<file path="src/rtl/mov_word_emitter_pkg.sv">
// mov_word_emitter_pkg: shared state enum, default opcode and opcode-word field positions
package mov_word_emitter_pkg;
  typedef enum logic [1:0] {IDLE, OPW, IMMW} state_e;
  localparam logic [7:0] MOV_OPCODE = 8'h01;
  localparam int DST_LSB = 12;
  localparam int IMM_BIT = 11;
  localparam int SRC_LSB = 8;
endpackage

</file>
<file path="src/rtl/mov_word_emitter_pack.sv">
// mov_word_pack: builds a MOV opcode word from its destination, source and immediate flag
module mov_word_pack
  import mov_word_emitter_pkg::*;
#(
  parameter logic [7:0] OPCODE = MOV_OPCODE
) (
  input  logic [3:0]  dst,
  input  logic [2:0]  src,
  input  logic        imm_en,
  output logic [15:0] word
);
  always_comb begin
    word = '0;
    word[7:0] = OPCODE;
    word[SRC_LSB +: 3] = imm_en ? 3'd0 : src;
    word[IMM_BIT] = imm_en;
    word[DST_LSB +: 4] = dst;
  end
endmodule

</file>
<file path="src/rtl/mov_word_emitter.sv">
// mov_word_emitter: turns MOV requests into opcode/immediate words on a valid/ready stream
module mov_word_emitter
  import mov_word_emitter_pkg::*;
#(
  parameter logic [7:0] OPCODE = MOV_OPCODE,
  parameter int         CNT_W  = 16
) (
  input  logic             CLK,
  input  logic             RST,
  input  logic             REQ_VALID,
  output logic             REQ_READY,
  input  logic [3:0]       REQ_DST,
  input  logic [2:0]       REQ_SRC,
  input  logic             REQ_IMM_EN,
  input  logic [15:0]      REQ_IMM,
  output logic [15:0]      O,
  output logic             O_VALID,
  input  logic             O_READY,
  output logic             BUSY,
  output logic [CNT_W-1:0] WORD_CNT
);
  state_e             state_q, state_d;
  logic [15:0]        o_q, o_d, imm_q, imm_d, op_word;
  logic               imm_en_q, imm_en_d, xfer, accept, to_imm;
  logic [CNT_W-1:0]   cnt_q, cnt_d;

  mov_word_pack #(.OPCODE(OPCODE)) u_pack (
    .dst    (REQ_DST),
    .src    (REQ_SRC),
    .imm_en (REQ_IMM_EN),
    .word   (op_word)
  );

  // A new request may only be taken when the slot empties this cycle, so accept
  // never collides with a pending immediate.
  always_comb begin
    O_VALID = state_q != IDLE;
    BUSY = O_VALID;
    xfer = O_VALID & O_READY;
    to_imm = (state_q == OPW) & imm_en_q;
    REQ_READY = !RST & ((state_q == IDLE) | ((state_q == OPW) & !imm_en_q & O_READY)
                        | ((state_q == IMMW) & O_READY));
    accept = REQ_VALID & REQ_READY;
    state_d = accept ? OPW : xfer ? (to_imm ? IMMW : IDLE) : state_q;
    o_d = accept ? op_word : (xfer & to_imm) ? imm_q : o_q;
    imm_d = accept ? REQ_IMM : imm_q;
    imm_en_d = accept ? REQ_IMM_EN : imm_en_q;
    cnt_d = cnt_q + CNT_W'(xfer);
  end

  always_ff @(posedge CLK) begin
    if (RST) begin
      state_q <= IDLE;
      o_q <= '0;
      imm_q <= '0;
      imm_en_q <= 1'b0;
      cnt_q <= '0;
    end else begin
      state_q <= state_d;
      o_q <= o_d;
      imm_q <= imm_d;
      imm_en_q <= imm_en_d;
      cnt_q <= cnt_d;
    end
  end

  assign O = o_q;
  assign WORD_CNT = cnt_q;
endmodule

</file>
<file path="config.mk">
export PLATFORM = sky130hd
export DESIGN_NAME = mov_word_emitter
export DESIGN_NICKNAME = d
export VERILOG_FILES = /design/src/rtl/mov_word_emitter_pkg.sv /design/src/rtl/mov_word_emitter_pack.sv /design/src/rtl/mov_word_emitter.sv
export SDC_FILE = /design/constraint.sdc
export NUM_CORES = 1
export LEC_CHECK = 0
export ABC_AREA = 1
export BUFFER_PORTS_ARGS = -buffer_cell sky130_fd_sc_hd__buf_4
export CAP_MARGIN = 0
export CORE_MARGIN = 2
export CORE_UTILIZATION = 40
export DETAILED_ROUTE_END_ITERATION = 8
export PLACE_DENSITY_LB_ADDON = 0.08
export SYNTH_ARGS = -nofsm -noshare
export SYNTH_HDL_FRONTEND = slang
export SYNTH_SLANG_ARGS = --single-unit
</file>
<file path="constraint.sdc">
create_clock -name CLK -period 1.9 [get_ports CLK]
set_input_delay 0.285 -clock CLK [delete_from_list [all_inputs] [get_ports CLK]]
set_output_delay 0.285 -clock CLK [all_outputs]
set_load 0.01 [all_outputs]
</file>
==> summary.txt <==
Run status
  – Status: finished, final reports clean

Die
  – Initial Util: 0.4122
  – Core area: 0.005507 sq mm
  – # rows: 27
  – Die area: 0.006292 sq mm
  – Chip width: 79.33 microns
  – Die H: ~79 microns
  – Num ports: between 60 and 70

Finish
  – Multi-input gate area: 0.001065 sq mm
  – Final-layout fill cell count: between 500 and 600
  – N_diodes: 0
  – Share of post-route cells with drive strength above 1: 0.2888
  – # nets final: 403
  – Design Area, Final: 0.002953 sq mm
  – Area growth, synth to finish: 30.10%
  – Seq. cell area: 0.001022 sq mm

Place
  – HPWL after DPL: 3.942 mm
  – Placed inst area: 0.002781 sq mm
  – Final GP Congestion: slightly above 0.8
  – Port buffer count: 62

Timing
  – Max-slew headroom: 0.7436
  – Final Slew Violations: 0
  – Hold WS: roughly 0.23 ns
  – Final setup violation count: 0
  – Final period util: 0.9067
  – Worst Tran Pin Value: 0.3816 ns
  – Min cycle time layout: 1.723 ns
  – Highest clock rate: 0.5804 GHz
  – Hold Violations, Final: 0
  – Setup Skew: approximately 0.0074 ns

Clocking
  – Root Buffer: clkbuf_8
  – Bufs on Longest Clock Path: 2
  – Skew-Pair Late Insertion Delay: roughly 0.30 ns
  – CTS tree: done
  – CTS Buf Count: 5
  – Clock slew seen by the registers of the worst setup and hold paths: 0.10 ns
  – H-tree Lvls: 2
  – CTS sink cnt: 51
  – Hold-fix buffers at CTS: 0

Logic synthesis
  – Async set-reset flop share out of synthesis: 0
  – Area contributors post-synth: dfxtp_1, nand2_1, nor2_1
  – Yosys warning count: 0
  – Syn_nets: between 300 and 400
  – Area leader, netlist: dfxtp_1
  – Post-synthesis cell type count: 29
  – Top cell type's share of synthesized area: 0.4498
  – Register area share after synthesis: 0.4498
  – Mapped Cells: 306
  – Post-synthesis cell area: 0.002270 sq mm
  – Post-synth EDFFs: 0
  – FF+latch count, synth: 51
  – Top FF cell, synth: dfxtp_1
  – Avg Inst Size Synth: 7.417 sq um

Setup path
  – Buffers & Inverters on Critical Path: 0
  – CP Cell Sequence: nor2_2 > nor2_1 > ha_1 > ha_1 > nand3_2 > nor3_2 > nand3_1 > nand2_1 > a21oi_1
  – Crit path kind: reg2reg
  – Critical Path Max Stage Delay: 0.42 ns
  – R2R cell count: 9
  – CP top delay family: simple AND/OR/NAND/NOR gates
  – Crit Path Max Fanout: 6
  – CP Capture Type: flop
  – WP data required: 2.08 ns
  – Crit path DAT: 1.91 ns
  – Slowest CP cell: dfxtp_1
  – Worst reg2reg setup slack: 0.18 ns
  – Startpoint types: flop
  – Number of cells on the critical path: 9
  – CP dominant cell by count: ha_1

Routing
  – DR vias/cell: 4.818
  – # DRC: 0
  – Routed WL: 5.611 mm
  – Routed Antenna Nets: 0
  – WL/cell: 12.58 microns
  – Initial DRT Pass Iterations: 4
  – Routed via count: 2149
  – DRT iter0 DRCs: between 50 and 60

Power
  – Logic pwr share: 0.111
  – Pwr dens: 726.4 mW/mm^2
  – Internal power: 1.611 mW
  – Clk network pwr share: 0.365
  – Reg power frac: 0.524
  – PnR Total Power: 2.145 mW
  – LEAKAGE: 1.247 nW
  – NetSw: 0.5341 mW
  – Peak supply drop: 387.1 uV
  – Sw frac: 0.2490

Global routing
  – Largest net degree at the start of global routing: 31
  – Vias in the first global route: roughly 1900
  – Initial antenna violation count: 0
  – First-pass GRT wire length: 8.928 mm
  – Overflow after GRT: 0
  – Gr usage total: 0.1812

Min path
  – Worst hold path depth: 3
  – Hold crit path type: in2reg

Flow run
  – MaxCap Viol Count: 0
## cell usage after synthesis, types with 2 or more instances
master    count
nand2_1      63
dfxtp_1      51
nor2_1       48
inv_1        29
a21oi_1      28
nand3_1      13
nand4_1      13
o21ai_0      11
a21oi_2       9
nor3_1        5
buf_2         4
clkbuf_1      4
nand2_2       4
inv_2         3
nand3_2       3
buf_4         2
ha_1          2
nor2_2        2
o21ai_1       2
## worst min-delay path, cell delays in order
cell and delay, ns:
buf_4 0.11, nand3_2 0.06, a21oi_2 0.04
## layer usage
metal,up-vias,routed length [microns],track usage,part of all wire
met1,975,2497,0.2274,0.45
met2,45,2801,0.3136,0.50
li1,1121,-,-,-
met3,8,247,0.03864,0.044
met5,-,0,0,0
met4,0,64,0.05000,0.011
## cells in the final DEF, fill, tap and decap left out, types with 2 or more instances in the layout
cell / synthesis / layout
inv_2: 3 / 3
nand3_2: 3 / 4
o21ai_0: 11 / 11
nand3_1: 13 / 12
nor2_1: 48 / 48
a21oi_2: 9 / 9
nand4_1: 13 / 13
inv_1: 29 / 29
nand2_2: 4 / 5
clkbuf_8: 0 / 5
buf_4: 2 / 72
ha_1: 2 / 2
nor3_1: 5 / 4
o21ai_1: 2 / 2
nand2_1: 63 / 62
a21oi_1: 28 / 28
dfxtp_1: 51 / 50
## flip-flops by register name, summed over array words and instances (netlist names)
name	count
imm_en_q	1
state_q	2
O	16
imm_q	16
WORD_CNT	16
## final cells by class
class	instances	share of cell area
Multi-Input combinational cell	211	0.3606
Sequential cell	51	0.3462
Timing Repair Buffer	72	0.1831
Inverter	32	0.04068
Tap cell	72	0.03051
Clock buffer	5	0.02331
Clock inverter	3	0.01568
## final timing paths
| path | start | endpoint |
|---|---|---|
| hold reg to reg | O[2] | O[2] |
| setup / recovery | state_q[0] | WORD_CNT[14] |
| setup reg to reg | state_q[0] | WORD_CNT[14] |
| hold / removal | REQ_IMM[14] | imm_q[14] |
## cells by family after synthesis
| kind of cell | count (synthesis) | share of synthesized area |
|---|---|---|
| simple gates | 156 | 0.3148 |
| compound gates | 52 | 0.1318 |
| flops | 51 | 0.4498 |
| buf+inv | 44 | 0.08875 |
| fa+ha+maj | 2 | 0.01102 |
| xor+xnor | 1 | 0.003860 |
## repair_timing
action / CTS / global route
endpoints found under the setup margin: 0 / 8
resized for setup: 0 / 5
buffers inserted: 0 / 5
## power by group through the flow
stage	clock (mW)	sequential, mW	combinational (mW)
after floorplan	0	1.15	0.134
after global placement	0	1.15	0.227
after detailed placement	0	1.15	0.230
after CTS	0.801	1.12	0.232
after global routing	0.851	1.13	0.264
final	0.783	1.12	0.239
## through the flow
| stage | instances | setup WS [ns] | setup TNS (ns) | utilization |
|---|---|---|---|---|
| global placement | 433 | 0.1726 | 0 | 0.5051 |
| CTS | 441 | 0.03815 | 0 | 0.5260 |
| floorplan | 306 | 0.2893 | 0 | - |
| finish | 446 | 0.1772 | 0 | 0.5362 |
| global route | 446 | -0.006189 | -0.006189 | 0.5362 |
| detailed placement | 433 | 0.05947 | 0 | 0.5051 |
Note: power is estimated with default switching activity, not from simulation.
